## config.mk

```make
export PLATFORM = sky130hd
export DESIGN_NAME = uart_cmd_parser_flat
export DESIGN_NICKNAME = d
export VERILOG_FILES = /design/src/rtl/uart_cmd_parser_if.sv /design/src/rtl/uart_cmd_parser.sv /design/src/flat_wrapper.sv
export SDC_FILE = /design/constraint.sdc
export NUM_CORES = 1
export LEC_CHECK = 0
export CAP_MARGIN = 20
export CORE_AREA = 2 2 99 101
export DETAILED_ROUTE_END_ITERATION = 16
export DIE_AREA = 0 0 101 103
export HOLD_SLACK_MARGIN = 0.08
export MAX_ROUTING_LAYER = met4
export PLACE_DENSITY = 0.52
export SLEW_MARGIN = 30
export SYNTH_ARGS = -nofsm -noshare
export SYNTH_HDL_FRONTEND = slang
export SYNTH_SLANG_ARGS = --single-unit
```

## constraint.sdc

```tcl
create_clock -name clk -period 4.3 [get_ports clk]
set_input_delay 0.645 -clock clk [delete_from_list [all_inputs] [get_ports clk]]
set_output_delay 0.645 -clock clk [all_outputs]
set_load 0.02 [all_outputs]
```

## src/rtl/uart_cmd_parser_if.sv

```systemverilog
// Byte-stream and result bundle between the UART receiver side and the command parser.
// master = byte source / downstream consumer, slave = parser.
interface uart_cmd_parser_if;
  logic [7:0] rx_data;
  logic       rx_valid;
  logic       rx_parity_err;
  logic       mat_full;
  logic       mat_push;
  logic [7:0] mat_data;
  logic       mat_done;
  logic       mat_abort;
  logic [3:0] n_value;
  logic       n_valid;
  logic       result_req;
  logic       busy;
  logic       err;
  logic [2:0] err_code;

  modport master (
    output rx_data, rx_valid, rx_parity_err, mat_full,
    input  mat_push, mat_data, mat_done, mat_abort, n_value, n_valid,
           result_req, busy, err, err_code
  );

  modport slave (
    input  rx_data, rx_valid, rx_parity_err, mat_full,
    output mat_push, mat_data, mat_done, mat_abort, n_value, n_valid,
           result_req, busy, err, err_code
  );
endinterface

```

## src/rtl/uart_cmd_parser.sv

```systemverilog
// Frame decoder FE,L,CMD,payload,EF: sets matrix size N, streams matrix bytes, requests results.
// Optional inter-byte timeout enabled by defining UART_CMD_TIMEOUT_EN.
module uart_cmd_parser #(
  parameter logic [7:0]  START_BYTE = 8'hFE,
  parameter logic [7:0]  END_BYTE   = 8'hEF,
  parameter int unsigned N_MAX      = 8
`ifdef UART_CMD_TIMEOUT_EN
  , parameter int unsigned TIMEOUT_CYCLES = 64
`endif
) (
  input logic              clk,
  input logic              reset,
  uart_cmd_parser_if.slave bus
);

  localparam logic [7:0] CMD_SETN = 8'h01;
  localparam logic [7:0] CMD_RES  = 8'h02;
  localparam logic [7:0] CMD_MAT  = 8'h04;

  localparam logic [2:0] E_PARITY = 3'd1;
  localparam logic [2:0] E_END    = 3'd2;
  localparam logic [2:0] E_CMD    = 3'd3;
  localparam logic [2:0] E_LEN    = 3'd4;
  localparam logic [2:0] E_OVF    = 3'd5;
  localparam logic [2:0] E_TMO    = 3'd6;

  typedef enum logic [2:0] {
    S_IDLE, S_LEN, S_CMD, S_PAYLOAD, S_END, S_DISCARD
  } state_e;

  state_e     state_q, state_d;
  logic [7:0] cmd_q, cmd_d;
  logic [7:0] plen_q, plen_d;
  logic [3:0] n_cand_q, n_cand_d;
  logic [3:0] n_value_q, n_value_d;
  logic [7:0] mat_data_q, mat_data_d;
  logic [2:0] err_code_q, err_code_d;
  logic       mat_push_q, mat_push_d;
  logic       mat_done_q, mat_done_d;
  logic       mat_abort_q, mat_abort_d;
  logic       n_valid_q, n_valid_d;
  logic       result_req_q, result_req_d;
  logic       err_q, err_d;
  logic       busy_q, busy_d;

  logic [7:0] n_sq_c;
  logic       mat_active_c;
  logic       tmo_fire_c;

  assign n_sq_c       = {4'd0, n_value_q} * {4'd0, n_value_q};
  // A matrix transfer is in flight only once CMD 0x04 has been accepted.
  assign mat_active_c = (cmd_q == CMD_MAT) && ((state_q == S_PAYLOAD) || (state_q == S_END));

`ifdef UART_CMD_TIMEOUT_EN
  localparam int unsigned TMO_W = $clog2(TIMEOUT_CYCLES + 1);
  logic [TMO_W-1:0] tmo_q;

  always_ff @(posedge clk or negedge reset) begin
    if (!reset) begin
      tmo_q <= '0;
    end else if (bus.rx_valid || (state_q == S_IDLE)) begin
      tmo_q <= '0;
    end else begin
      tmo_q <= tmo_q + TMO_W'(1);
    end
  end

  assign tmo_fire_c = (state_q != S_IDLE) && !bus.rx_valid &&
                      (tmo_q == TMO_W'(TIMEOUT_CYCLES - 1));
`else
  assign tmo_fire_c = 1'b0;
`endif

  always_ff @(posedge clk or negedge reset) begin
    if (!reset) begin
      state_q      <= S_IDLE;
      cmd_q        <= '0;
      plen_q       <= '0;
      n_cand_q     <= '0;
      n_value_q    <= '0;
      mat_data_q   <= '0;
      err_code_q   <= '0;
      mat_push_q   <= 1'b0;
      mat_done_q   <= 1'b0;
      mat_abort_q  <= 1'b0;
      n_valid_q    <= 1'b0;
      result_req_q <= 1'b0;
      err_q        <= 1'b0;
      busy_q       <= 1'b0;
    end else begin
      state_q      <= state_d;
      cmd_q        <= cmd_d;
      plen_q       <= plen_d;
      n_cand_q     <= n_cand_d;
      n_value_q    <= n_value_d;
      mat_data_q   <= mat_data_d;
      err_code_q   <= err_code_d;
      mat_push_q   <= mat_push_d;
      mat_done_q   <= mat_done_d;
      mat_abort_q  <= mat_abort_d;
      n_valid_q    <= n_valid_d;
      result_req_q <= result_req_d;
      err_q        <= err_d;
      busy_q       <= busy_d;
    end
  end

  always_comb begin
    state_d      = state_q;
    cmd_d        = cmd_q;
    plen_d       = plen_q;
    n_cand_d     = n_cand_q;
    n_value_d    = n_value_q;
    mat_data_d   = mat_data_q;
    err_code_d   = err_code_q;
    mat_push_d   = 1'b0;
    mat_done_d   = 1'b0;
    mat_abort_d  = 1'b0;
    n_valid_d    = 1'b0;
    result_req_d = 1'b0;
    err_d        = 1'b0;

    if (bus.rx_valid) begin
      if ((state_q != S_IDLE) && bus.rx_parity_err) begin
        err_d       = 1'b1;
        err_code_d  = E_PARITY;
        mat_abort_d = mat_active_c;
        state_d     = S_IDLE;
      end else begin
        case (state_q)
          S_IDLE: begin
            if (!bus.rx_parity_err && (bus.rx_data == START_BYTE)) state_d = S_LEN;
          end
          S_LEN: begin
            plen_d  = (bus.rx_data >= 8'd2) ? (bus.rx_data - 8'd2) : 8'd0;
            state_d = S_CMD;
          end
          S_CMD: begin
            cmd_d   = bus.rx_data;
            state_d = (plen_q != 8'd0) ? S_PAYLOAD : S_END;
            // Any rejection drops into DISCARD to swallow the rest of the frame.
            if ((bus.rx_data != CMD_SETN) && (bus.rx_data != CMD_RES) &&
                (bus.rx_data != CMD_MAT)) begin
              err_d      = 1'b1;
              err_code_d = E_CMD;
              state_d    = S_DISCARD;
            end else if (((bus.rx_data == CMD_SETN) && (plen_q != 8'd1)) ||
                         ((bus.rx_data == CMD_RES)  && (plen_q != 8'd0)) ||
                         ((bus.rx_data == CMD_MAT)  &&
                          ((n_value_q == 4'd0) || (plen_q != n_sq_c)))) begin
              err_d      = 1'b1;
              err_code_d = E_LEN;
              state_d    = S_DISCARD;
            end
          end
          S_PAYLOAD: begin
            plen_d  = plen_q - 8'd1;
            state_d = (plen_d == 8'd0) ? S_END : S_PAYLOAD;
            if (cmd_q == CMD_SETN) begin
              if ((bus.rx_data >= 8'd1) && (bus.rx_data <= 8'(N_MAX))) begin
                n_cand_d = 4'(bus.rx_data);
              end else begin
                err_d      = 1'b1;
                err_code_d = E_CMD;
                state_d    = S_DISCARD;
              end
            end else if (bus.mat_full) begin
              err_d       = 1'b1;
              err_code_d  = E_OVF;
              mat_abort_d = 1'b1;
              state_d     = S_IDLE;
            end else begin
              mat_push_d = 1'b1;
              mat_data_d = bus.rx_data;
            end
          end
          S_END: begin
            state_d = S_IDLE;
            if (bus.rx_data == END_BYTE) begin
              if (cmd_q == CMD_SETN) begin
                n_value_d = n_cand_q;
                n_valid_d = 1'b1;
              end
              result_req_d = (cmd_q == CMD_RES);
              mat_done_d   = (cmd_q == CMD_MAT);
            end else begin
              err_d       = 1'b1;
              err_code_d  = E_END;
              mat_abort_d = (cmd_q == CMD_MAT);
            end
          end
          S_DISCARD: begin
            if (plen_q == 8'd0) state_d = S_IDLE;
            else                plen_d  = plen_q - 8'd1;
          end
          default: state_d = S_IDLE;
        endcase
      end
    end else if (tmo_fire_c) begin
      err_d       = 1'b1;
      err_code_d  = E_TMO;
      mat_abort_d = mat_active_c;
      state_d     = S_IDLE;
    end

    busy_d = (state_d != S_IDLE);
  end

  assign bus.mat_push   = mat_push_q;
  assign bus.mat_data   = mat_data_q;
  assign bus.mat_done   = mat_done_q;
  assign bus.mat_abort  = mat_abort_q;
  assign bus.n_value    = n_value_q;
  assign bus.n_valid    = n_valid_q;
  assign bus.result_req = result_req_q;
  assign bus.busy       = busy_q;
  assign bus.err        = err_q;
  assign bus.err_code   = err_code_q;

endmodule

```

## src/flat_wrapper.sv

```systemverilog
// flat-port wrapper written by rule: the top's interface ports become plain ports
module uart_cmd_parser_flat 
#(
  parameter logic [7:0]  START_BYTE = 8'hFE,
  parameter logic [7:0]  END_BYTE   = 8'hEF,
  parameter int unsigned N_MAX      = 8

)
  (clk, reset, bus_rx_data, bus_rx_valid, bus_rx_parity_err, bus_mat_full, bus_mat_push, bus_mat_data, bus_mat_done, bus_mat_abort, bus_n_value, bus_n_valid, bus_result_req, bus_busy, bus_err, bus_err_code);
  uart_cmd_parser_if bus_i ();
  input logic clk;
  input logic reset;
  input wire logic [$bits(bus_i.rx_data)-1:0] bus_rx_data;
  input wire logic [$bits(bus_i.rx_valid)-1:0] bus_rx_valid;
  input wire logic [$bits(bus_i.rx_parity_err)-1:0] bus_rx_parity_err;
  input wire logic [$bits(bus_i.mat_full)-1:0] bus_mat_full;
  output wire logic [$bits(bus_i.mat_push)-1:0] bus_mat_push;
  output wire logic [$bits(bus_i.mat_data)-1:0] bus_mat_data;
  output wire logic [$bits(bus_i.mat_done)-1:0] bus_mat_done;
  output wire logic [$bits(bus_i.mat_abort)-1:0] bus_mat_abort;
  output wire logic [$bits(bus_i.n_value)-1:0] bus_n_value;
  output wire logic [$bits(bus_i.n_valid)-1:0] bus_n_valid;
  output wire logic [$bits(bus_i.result_req)-1:0] bus_result_req;
  output wire logic [$bits(bus_i.busy)-1:0] bus_busy;
  output wire logic [$bits(bus_i.err)-1:0] bus_err;
  output wire logic [$bits(bus_i.err_code)-1:0] bus_err_code;
  assign bus_i.rx_data = bus_rx_data;
  assign bus_i.rx_valid = bus_rx_valid;
  assign bus_i.rx_parity_err = bus_rx_parity_err;
  assign bus_i.mat_full = bus_mat_full;
  assign bus_mat_push = bus_i.mat_push;
  assign bus_mat_data = bus_i.mat_data;
  assign bus_mat_done = bus_i.mat_done;
  assign bus_mat_abort = bus_i.mat_abort;
  assign bus_n_value = bus_i.n_value;
  assign bus_n_valid = bus_i.n_valid;
  assign bus_result_req = bus_i.result_req;
  assign bus_busy = bus_i.busy;
  assign bus_err = bus_i.err;
  assign bus_err_code = bus_i.err_code;
  uart_cmd_parser #(.START_BYTE(START_BYTE), .END_BYTE(END_BYTE), .N_MAX(N_MAX)) u_core (.clk(clk), .reset(reset), .bus(bus_i));
endmodule
```

==> summary.md, run 1 <==
| Metric | Value |
|---|---|
| Outcome | `finished clean` |
| Area enclosed by the die boundary | `10,400 um^2` |
| Final HPWL DP | `4.83 mm` |
| Overall power | `1.57 mW` |
| Clock tree from TritonCTS | `yes` |
| Post-route cell area | `3250 um^2` |
| Max-capacitance violation count | `0` |
| Wire length per cell | `14.8 um` |
| Largest area contributor in the netlist | `sky130_fd_sc_hd__dfrtp_1` |
| Leakage Power | `1.38 nW` |
| Vertical die dimension | `103 um` |
| Worst slew margin | `0.608` |
| Share of flip-flops with an asynchronous set or reset | `1.00` |
| Gate count of the mapped netlist | `304` |
| Antenna violations before repair | `0` |
| Part of the total power dissipated in sequential elements | `0.434` |
| DRC | `0` |
| Cell types occupying the most area after synthesis | `sky130_fd_sc_hd__dfrtp_1, sky130_fd_sc_hd__mux2_2, sky130_fd_sc_hd__o21ai_0, sky130_fd_sc_hd__nand2_1, sky130_fd_sc_hd__xnor2_1` |
| Maximum count of clock buffers along a single path | `2` |
| Power density relative to cell area | `483 nW/um^2` |
| RSZ-0062 raised after global routing | `false` |
| Worst VDD drop | `0.000257 V` |
| Area share of the largest cell type after synthesis | `0.407` |
| Total standard cell area after synthesis | `2760 um^2` |
| Fin nets | `353` |
| Transition time at the pin with the least slew margin | `0.588 ns` |
| Largest net degree at the start of global routing | `46` |
| Proportion of power drawn by the clock network | `0.165` |
| Min-Delay Path Class | `input port to async pin` |
| Port Buffer Count | `34` |
| Sink Count | `45` |
| Count of cells resized by post-cts repair | `0` |
| Switching part of the total | `0.391` |
| Number of endpoints failing setup at the final stage | `0` |
| Total iterations of the first detailed-routing run | `4` |
| Switching pwr | `0.615 mW` |
| Total CTS buffers | `5` |
| Number of pins exceeding their max-slew limit in the final report | `0` |
| Total nets after synthesis | `325` |
| Area of the placeable core | `9460 um^2` |
| Final routed wirelength across all metal layers | `6.60 mm` |
| Std-Cell Rows | `36` |
| Clock insertion delay at the later pin of the skew report | `0.30 ns` |
| Critical-path maximum fanout | `8` |
| Worst Clk Skew | `0.0105 ns` |
| Data arrival time at the worst-slack endpoint | `3.71 ns` |
| Diodes inserted | `0` |
| Starting density of the core | `0.292` |
| Inst Count DP | `439` |
| Cell-internal power | `0.956 mW` |
| Number of top-level pins | `35` |
| Via count of the first global-routing pass | `2,095` |
| Maximum clock frequency | `283 MHz` |
| Final critical path time including I/O delays and setup | `3.53 ns` |
| Total congestion overflow after global routing | `0` |
| Post-route ant nets | `0` |
| CTS root buf | `sky130_fd_sc_hd__clkbuf_8` |
| Fin cells | `447` |
| Synth top cells by count | `sky130_fd_sc_hd__dfrtp_1, sky130_fd_sc_hd__nand2_1, sky130_fd_sc_hd__o21ai_0` |
| Period utilisation layout | `0.821` |
| Setup repair bufs after CTS | `0` |
| Final hold viol count | `0` |
| Final design utilization | `0.344` |
| Part of the power in combinational logic | `0.401` |
| Most common flop cell mapped by yosys | `sky130_fd_sc_hd__dfrtp_1` |
| Cell area after placement | `3170 um^2` |
| Wire length of the first global-routing pass | `10.9 mm` |
| Overall via count from detail_route | `2,247` |
| Iteration-0 DRC count of the detailed router | `259` |
| H-tree levels | `2` |
| Placer Congestion | `0.842` |
| Count of flip-flops with a built-in enable after synthesis | `0` |
| Yosys warning count | `0` |
| Overall track demand over capacity in global routing | `0.139` |
| Share of the yosys chip area belonging to registers | `0.407` |
| Vias per cell | `5.03` |
| Number of hold buffers added after CTS | `0` |
| Relative area change from synthesis to final layout | `17.6%` |
| Clock slew seen by the registers of the worst setup and hold paths | `0.09 ns` |
| Post-Syn Area per Cell | `9.09 um^2` |
| Number of storage elements in the synthesis netlist | `45` |
| Number of different library cells in the post-synthesis netlist | `51` |
| Setup TNS Final | `0 ns` |
| Data required time of the critical path | `4.48 ns` |
| Share of layout cells above drive strength 1 | `0.111` |
| Critical setup path kind | `register to register` |
| Worst setup SP type | `register` |
| Die width | `101 um` |
| Type of destination of the critical path | `register` |
| Most frequent cell after synthesis | `sky130_fd_sc_hd__dfrtp_1` |
[layout by cell type (no fill, tap or decap), types with 6 or more instances in the layout]
master and n:
sky130_fd_sc_hd__nand2b_1 6, sky130_fd_sc_hd__a21oi_1 14, sky130_fd_sc_hd__ha_1 7, sky130_fd_sc_hd__nor2_1 22
sky130_fd_sc_hd__xnor2_1 12, sky130_fd_sc_hd__nor3_1 8, sky130_fd_sc_hd__nand3_1 9, sky130_fd_sc_hd__a22o_1 6
sky130_fd_sc_hd__mux2_2 17, sky130_fd_sc_hd__inv_1 12, sky130_fd_sc_hd__o21ai_0 33, sky130_fd_sc_hd__nand2_1 36
sky130_fd_sc_hd__dfrtp_1 45, sky130_fd_sc_hd__clkdlybuf4s50_1 33
[critical path, cell delays in order (launching register included)]
cell and delay [ns]:
sky130_fd_sc_hd__dfrtp_1 0.46, sky130_fd_sc_hd__nor2b_1 0.18, sky130_fd_sc_hd__and2_2 0.22, sky130_fd_sc_hd__fa_1 0.52, sky130_fd_sc_hd__xnor2_1 0.11, sky130_fd_sc_hd__o21ai_0 0.09, sky130_fd_sc_hd__or4_1 0.51, sky130_fd_sc_hd__nor4_1 0.38
sky130_fd_sc_hd__o211a_1 0.25, sky130_fd_sc_hd__a2bb2oi_2 0.21, sky130_fd_sc_hd__a31oi_1 0.12, sky130_fd_sc_hd__or3_1 0.37
[registers in the layout, indices dropped and copies added (netlist names)]
signal                 count
u_core.bus.result_req      1
u_core.plen_q              8
u_core.bus.mat_done        1
u_core.bus.err_code        3
u_core.bus.err             1
u_core.bus.n_valid         1
u_core.bus.busy            1
u_core.bus.n_value         4
u_core.state_q             3
u_core.bus.mat_push        1
u_core.n_cand_q            4
u_core.bus.mat_data        8
u_core.bus.mat_abort       1
u_core.cmd_q               8
[power by group through the flow]
stage | Clock [mW] | Combinational [mW] | Sequential, mW
3_5_place_dp | 0 | 0.630 | 0.689
5_1_grt | 0.298 | 0.706 | 0.705
3_3_place_gp | 0 | 0.625 | 0.689
6_report | 0.259 | 0.630 | 0.682
2_1_floorplan | 0 | 0.436 | 0.685
4_1_cts | 0.273 | 0.633 | 0.681
[worst paths after layout]
kind | to | slack, ns | from | cells after the start
setup / recovery | u_core.bus.busy | 0.77 | u_core.bus.n_value[2] | 11
hold / removal | u_core.bus.mat_abort | 0.34 | reset | 1
hold reg to reg | u_core.n_cand_q[2] | 0.49 | u_core.n_cand_q[2] | 2
max in group asynchronous | u_core.state_q[2] | 3.56 | reset | 1
setup reg to reg | u_core.bus.busy | 0.77 | u_core.bus.n_value[2] | 11
min in group clk | u_core.n_cand_q[2] | 0.49 | u_core.n_cand_q[2] | 2
[kinds of logic after synthesis]
| family | Yosys count | synth area share |
|---|---|---|
| and+or+nand+nor | 119 | 0.221 |
| AOI/OAI and AO/OA | 71 | 0.159 |
| DFF | 45 | 0.407 |
| buffers and inverters | 26 | 0.0471 |
| muxes | 18 | 0.0729 |
| xor gates and xnor gates | 17 | 0.0539 |
| adders and majority gates | 8 | 0.0389 |
[metal layers]
layer / part of all wire / track usage
met1: 0.49 / 0.194
met2: 0.47 / 0.204
met3: 0.031 / 0.0251
met4: 0.014 / 0.0437
met5: 0 / -
[cell type report]
cell class                      count  area (um^2)
Clock inverter                      1         7.51
Tap cell                          114          143
Sequential cell                    45         1130
Multi-Input combinational cell    233         1510
Inverter                           12         45.0
Timing Repair Buffer               35          345
Fill cell                        1015         6210
Clock buffer                        7         76.3
[stage by stage]
step / setup WS (ns) / hold slack [ns]
3_3_place_gp: 0.859 / 0.473
2_1_floorplan: 1.02 / 0.349
4_1_cts: 0.753 / 0.352
3_5_place_dp: 0.786 / 0.471
5_1_grt: 0.579 / 0.364
6_report: 0.768 / 0.344
Power figures use the tool's default switching activity.
==> run 2, diff against run 1 <==
Clock period 4.3 ns to 3.6 ns, I/O delays scaled along.
==> summary.md, run 2 (same netlist as run 1, synthesis figures left out) <==
| Metric | Value |
|---|---|
| Port Buffer Count | `34` |
| Placer Congestion | `0.856` |
| Number of top-level pins | `35` |
| Post-route ant nets | `0` |
| Leading cell types in the layout, fill and taps excluded | `sky130_fd_sc_hd__dfrtp_1, sky130_fd_sc_hd__nand2_1, sky130_fd_sc_hd__o21ai_0, sky130_fd_sc_hd__clkdlybuf4s50_1, sky130_fd_sc_hd__nor2_1` |
| Worst setup path startpoint | `u_core.bus.n_value[2]` |
| Min-Delay Path Class | `input port to async pin` |
| Max-capacitance violation count | `0` |
| Maximum clock frequency | `295 MHz` |
| Setup TNS Final | `0 ns` |
| Relative area change from synthesis to final layout | `21.0%` |
| Proportion of power drawn by the clock network | `0.190` |
| Overall power | `1.95 mW` |
| Area enclosed by the die boundary | `10,400 um^2` |
| Leakage Power | `1.44 nW` |
| Share of layout cells above drive strength 1 | `0.141` |
| Final critical path time including I/O delays and setup | `3.39 ns` |
| RSZ-0062 raised after global routing | `false` |
| Total CTS buffers | `5` |
| Outcome | `finished clean` |
| Critical setup path kind | `register to register` |
| Worst slew margin | `0.616` |
| Clock tree from TritonCTS | `yes` |
| H-tree levels | `2` |
| Vias per cell | `5.04` |
| Overall via count from detail_route | `2,292` |
| Number of pins exceeding their max-slew limit in the final report | `0` |
| Cell area after placement | `3230 um^2` |
| Worst Hold Margin | `0.224 ns` |
| Worst Clk Skew | `0.00815 ns` |
| Antenna violations before repair | `0` |
| Clock slew seen by the registers of the worst setup and hold paths | `0.09 ns` |
| Total iterations of the first detailed-routing run | `4` |
| Largest net degree at the start of global routing | `46` |
| Count of fill cells added during filler insertion | `1,010` |
| Std-Cell Rows | `36` |
| CTS root buf | `sky130_fd_sc_hd__clkbuf_8` |
| Data arrival time at the worst-slack endpoint | `3.57 ns` |
| Switching pwr | `0.737 mW` |
| Worst setup SP type | `register` |
| Type of destination of the critical path | `register` |
| Final HPWL DP | `4.93 mm` |
| Part of the power in combinational logic | `0.391` |
| Starting density of the core | `0.292` |
| Overall track demand over capacity in global routing | `0.139` |
| Critical-path maximum fanout | `4` |
| Crit Reg-Reg Startpoint | `u_core.bus.n_value[2]` |
| Period utilisation layout | `0.941` |
| Total congestion overflow after global routing | `0` |
| Sink Count | `45` |
| Reg-to-reg setup timing slack | `0.21 ns` |
| Switching part of the total | `0.378` |
| Final routed wirelength across all metal layers | `6.59 mm` |
| Cell-internal power | `1.21 mW` |
| Clock insertion delay at the later pin of the skew report | `0.30 ns` |
| Number of endpoints failing setup at the final stage | `0` |
| Fin nets | `362` |
| Part of the total power dissipated in sequential elements | `0.419` |
| Post-route cell area | `3340 um^2` |
| Vertical die dimension | `103 um` |
| Power density relative to cell area | `583 nW/um^2` |
| Most frequent standard cell in the layout excluding fill and tap cells | `sky130_fd_sc_hd__dfrtp_1` |
| Wire length per cell | `14.5 um` |
| Worst VDD drop | `0.000291 V` |
| Area of the placeable core | `9460 um^2` |
| Die width | `101 um` |
| Transition time at the pin with the least slew margin | `0.576 ns` |
| Via count of the first global-routing pass | `2,235` |
| Maximum count of clock buffers along a single path | `2` |
| DRC | `0` |
| Wire length of the first global-routing pass | `11.1 mm` |
| Data required time of the critical path | `3.78 ns` |
| Diodes inserted | `0` |
| Iteration-0 DRC count of the detailed router | `138` |
| Final hold viol count | `0` |
| Final design utilization | `0.354` |
-- run 2: cell types whose count changed in the layout (fill, tap and decap cells not counted) --
cell | previous run | this run
sky130_fd_sc_hd__buf_4 | 2 | 11
sky130_fd_sc_hd__bufinv_16 | 0 | 1
sky130_fd_sc_hd__clkbuf_1 | 2 | 0
sky130_fd_sc_hd__clkinv_2 | 0 | 1
sky130_fd_sc_hd__clkinvlp_4 | 1 | 0
sky130_fd_sc_hd__nor4_1 | 3 | 2
sky130_fd_sc_hd__nor4_2 | 1 | 2
-- run 2: cell type report --
class	instances	area (um^2)	area share
multi-input combinational	233	1510	0.453
clock buffer	5	68.8	0.0206
sequential	45	1130	0.337
clock inverter	2	35.0	0.0105
inverter	12	45.0	0.0135
timing repair buffer	44	413	0.123
tap	114	143	0.0426
-- run 2: repair_timing --
action | 4_1_cts | 5_1_grt
gates resized for setup | 0 | 1
setup buffers | 0 | 0
setup endpoints to repair | 0 | 1
hold buffers | 0 | 0
-- run 2: path summary, 6_finish.rpt --
check                                    endpoint  cells after the start
setup / recovery                  u_core.bus.busy                     11
hold / removal             u_core.bus.err_code[1]                      1
setup reg to reg                  u_core.bus.busy                     11
hold reg to reg            u_core.bus.mat_data[0]                      2
max in group asynchronous        u_core.plen_q[3]                      1
min in group clk           u_core.bus.mat_data[0]                      2
-- run 2: per-layer routing --
metal,vias up,part of all wire,global-route usage
li1,1146,-,-
met1,1075,0.48,0.185
met2,60,0.45,0.214
met3,11,0.039,0.0183
met4,0,0.031,0.0582
met5,-,0,-
-- run 2: worst max-delay path: stages (launching register included) --
cell and delay [ns]:
sky130_fd_sc_hd__dfrtp_1 0.41, sky130_fd_sc_hd__nor2b_1 0.16, sky130_fd_sc_hd__and2_2 0.22, sky130_fd_sc_hd__fa_1 0.52, sky130_fd_sc_hd__xnor2_1 0.11, sky130_fd_sc_hd__o21ai_0 0.09
sky130_fd_sc_hd__or4_1 0.53, sky130_fd_sc_hd__nor4_2 0.30, sky130_fd_sc_hd__o211a_1 0.23, sky130_fd_sc_hd__a2bb2oi_2 0.22, sky130_fd_sc_hd__a31oi_1 0.13, sky130_fd_sc_hd__or3_1 0.37
-- run 2: power groups by stage --
stage          registers [mW]  logic (mW)  clock network [mW]
6_report                0.817       0.761               0.370
3_3_place_gp            0.825       0.755                   0
4_1_cts                 0.815       0.761               0.384
2_1_floorplan           0.818       0.521                   0
3_5_place_dp            0.825       0.755                   0
5_1_grt                 0.845       0.846               0.404
-- run 2: per-stage QoR --
stage / worst slack (ns) / cells
2_1_floorplan: 0.318 / 304
3_3_place_gp: 0.182 / 448
3_5_place_dp: 0.135 / 448
4_1_cts: 0.110 / 455
5_1_grt: 0.0324 / 455
6_report: 0.211 / 455
==> run 3, diff against run 2 <==
Settings changed: CORE_AREA 2 2 99 101 to 4 4 101 103, DIE_AREA 0 0 101 103 to 0 0 105 107.
==> summary.md, run 3 (same netlist as run 1, synthesis figures left out) <==
| Metric | Value |
|---|---|
| DRC | `0` |
| Wire length of the first global-routing pass | `11.7 mm` |
| Number of endpoints failing setup at the final stage | `0` |
| Relative area change from synthesis to final layout | `20.3%` |
| Worst slew margin | `0.614` |
| Power density relative to cell area | `579 nW/um^2` |
| Total iterations of the first detailed-routing run | `4` |
| Maximum count of clock buffers along a single path | `2` |
| Final design utilization | `0.361` |
| Placer Congestion | `0.804` |
| Diodes inserted | `0` |
| Iteration-0 DRC count of the detailed router | `168` |
| Number of top-level pins | `35` |
| Setup slack after layout | `0.230 ns` |
| Worst slack after detailed placement | `0.0862 ns` |
| Overall via count from detail_route | `2,330` |
| Period utilisation layout | `0.936` |
| Area enclosed by the die boundary | `11,200 um^2` |
| Data arrival time at the worst-slack endpoint | `3.55 ns` |
| Clock slew seen by the registers of the worst setup and hold paths | `0.09 ns` |
| Transition time at the pin with the least slew margin | `0.579 ns` |
| Sink Count | `45` |
| Post-route ant nets | `0` |
| Switching part of the total | `0.401` |
| Data required time of the critical path | `3.78 ns` |
| Largest net degree at the start of global routing | `46` |
| Std-Cell Rows | `35` |
| Clock insertion delay at the later pin of the skew report | `0.31 ns` |
| Wire length per cell | `15.5 um` |
| Maximum clock frequency | `297 MHz` |
| H-tree levels | `2` |
| Part of the total power dissipated in sequential elements | `0.426` |
| Clock tree from TritonCTS | `yes` |
| Cell Chain, Critical Path | `nor2b_1 > and2_2 > fa_1 > xnor2_1 > o21ai_0 > or4_1 > nor4_2 > o211a_1 > a2bb2oi_4 > a31oi_1 > or3_1` |
| Most frequent standard cell in the layout excluding fill and tap cells | `sky130_fd_sc_hd__dfrtp_1` |
| Part of the power in combinational logic | `0.404` |
| Die width | `105 um` |
| Final critical path time including I/O delays and setup | `3.37 ns` |
| RSZ-0062 raised after global routing | `false` |
| Proportion of power drawn by the clock network | `0.170` |
| Via count of the first global-routing pass | `2,277` |
| Worst setup SP type | `register` |
| Leading cell types in the layout, fill and taps excluded | `sky130_fd_sc_hd__dfrtp_1, sky130_fd_sc_hd__nand2_1, sky130_fd_sc_hd__o21ai_0, sky130_fd_sc_hd__clkdlybuf4s50_1, sky130_fd_sc_hd__nor2_1` |
| Largest incremental delay on the critical path | `0.53 ns` |
| Outcome | `finished clean` |
| Critical-path maximum fanout | `8` |
| Cell area after placement | `3220 um^2` |
| Max-capacitance violation count | `0` |
| Post-route cell area | `3320 um^2` |
| Overall track demand over capacity in global routing | `0.131` |
| Total congestion overflow after global routing | `0` |
| Cell-internal power | `1.15 mW` |
| Setup TNS Final | `0 ns` |
| Starting density of the core | `0.301` |
| Antenna violations before repair | `0` |
| Critical setup path kind | `register to register` |
| Switching pwr | `0.771 mW` |
| Total CTS buffers | `5` |
| Critical path buffers and inverters | `0` |
| Type of destination of the critical path | `register` |
| Worst Clk Skew | `0.0116 ns` |
| Count of fill cells added during filler insertion | `980` |
| Min-Delay Path Class | `input port to async pin` |
| Area of the placeable core | `9200 um^2` |
| Fin nets | `360` |
| Final routed wirelength across all metal layers | `6.99 mm` |
| Number of pins exceeding their max-slew limit in the final report | `0` |
| Share of layout cells above drive strength 1 | `0.141` |
| Vertical die dimension | `107 um` |
| Vias per cell | `5.17` |
| Cell type of the slowest stage on the worst timing path | `sky130_fd_sc_hd__fa_1` |
| Port Buffer Count | `34` |
| Worst VDD drop | `0.000283 V` |
| CTS root buf | `sky130_fd_sc_hd__clkbuf_8` |
| Final HPWL DP | `5.12 mm` |
| Leakage Power | `1.42 nW` |
| Cell type group with the largest total delay on the critical path | `simple AND/OR/NAND/NOR gates` |
| Overall power | `1.92 mW` |
| Final hold viol count | `0` |
run 3: final timing paths:
check	to	slack, ns	from	cells past startpoint
max	u_core.bus.busy	0.23	u_core.bus.n_value[2]	11
min	u_core.bus.mat_done	0.23	reset	1
max reg2reg	u_core.bus.busy	0.23	u_core.bus.n_value[2]	11
min reg2reg	u_core.bus.mat_data[1]	0.49	u_core.bus.mat_data[1]	2
max in group asynchronous	u_core.bus.n_value[2]	2.94	reset	1
min in group clk	u_core.bus.mat_data[1]	0.49	u_core.bus.mat_data[1]	2
run 3: final cells by class:
class	count	area, um^2	share of cell area
tap	111	139	0.0418
multi-input combinational	233	1530	0.459
sequential	45	1130	0.339
inverter	12	45.0	0.0135
timing repair buffer	42	398	0.120
clock inverter	3	21.3	0.00640
clock buffer	5	68.8	0.0207
run 3: through the flow:
| stage | hold slack, ns | cells |
|---|---|---|
| floorplan | 0.244 | 304 |
| global placement | 0.469 | 443 |
| detailed placement | 0.478 | 443 |
| CTS | 0.247 | 451 |
| global route | 0.268 | 451 |
| finish | 0.231 | 451 |
run 3: power groups by stage:
stage | Clock [mW] | Sequential, mW | Combinational [mW]
global route | 0.359 | 0.846 | 0.867
finish | 0.328 | 0.820 | 0.777
detailed placement | 0 | 0.825 | 0.763
CTS | 0.343 | 0.817 | 0.768
floorplan | 0 | 0.818 | 0.521
global placement | 0 | 0.825 | 0.757
run 3: layer usage:
layer / up-vias / track usage / part of all wire
met5: - / - / 0
met4: 0 / 0.0459 / 0.017
met3: 8 / 0.0199 / 0.040
met2: 55 / 0.203 / 0.45
met1: 1120 / 0.176 / 0.49
li1: 1147 / - / -
run 3: what timing repair did:
item                                    4_1_cts  5_1_grt
endpoints found under the setup margin        0        3
buffers inserted                              0        0
gates resized for setup                       0        3
hold buffers                                  0        0
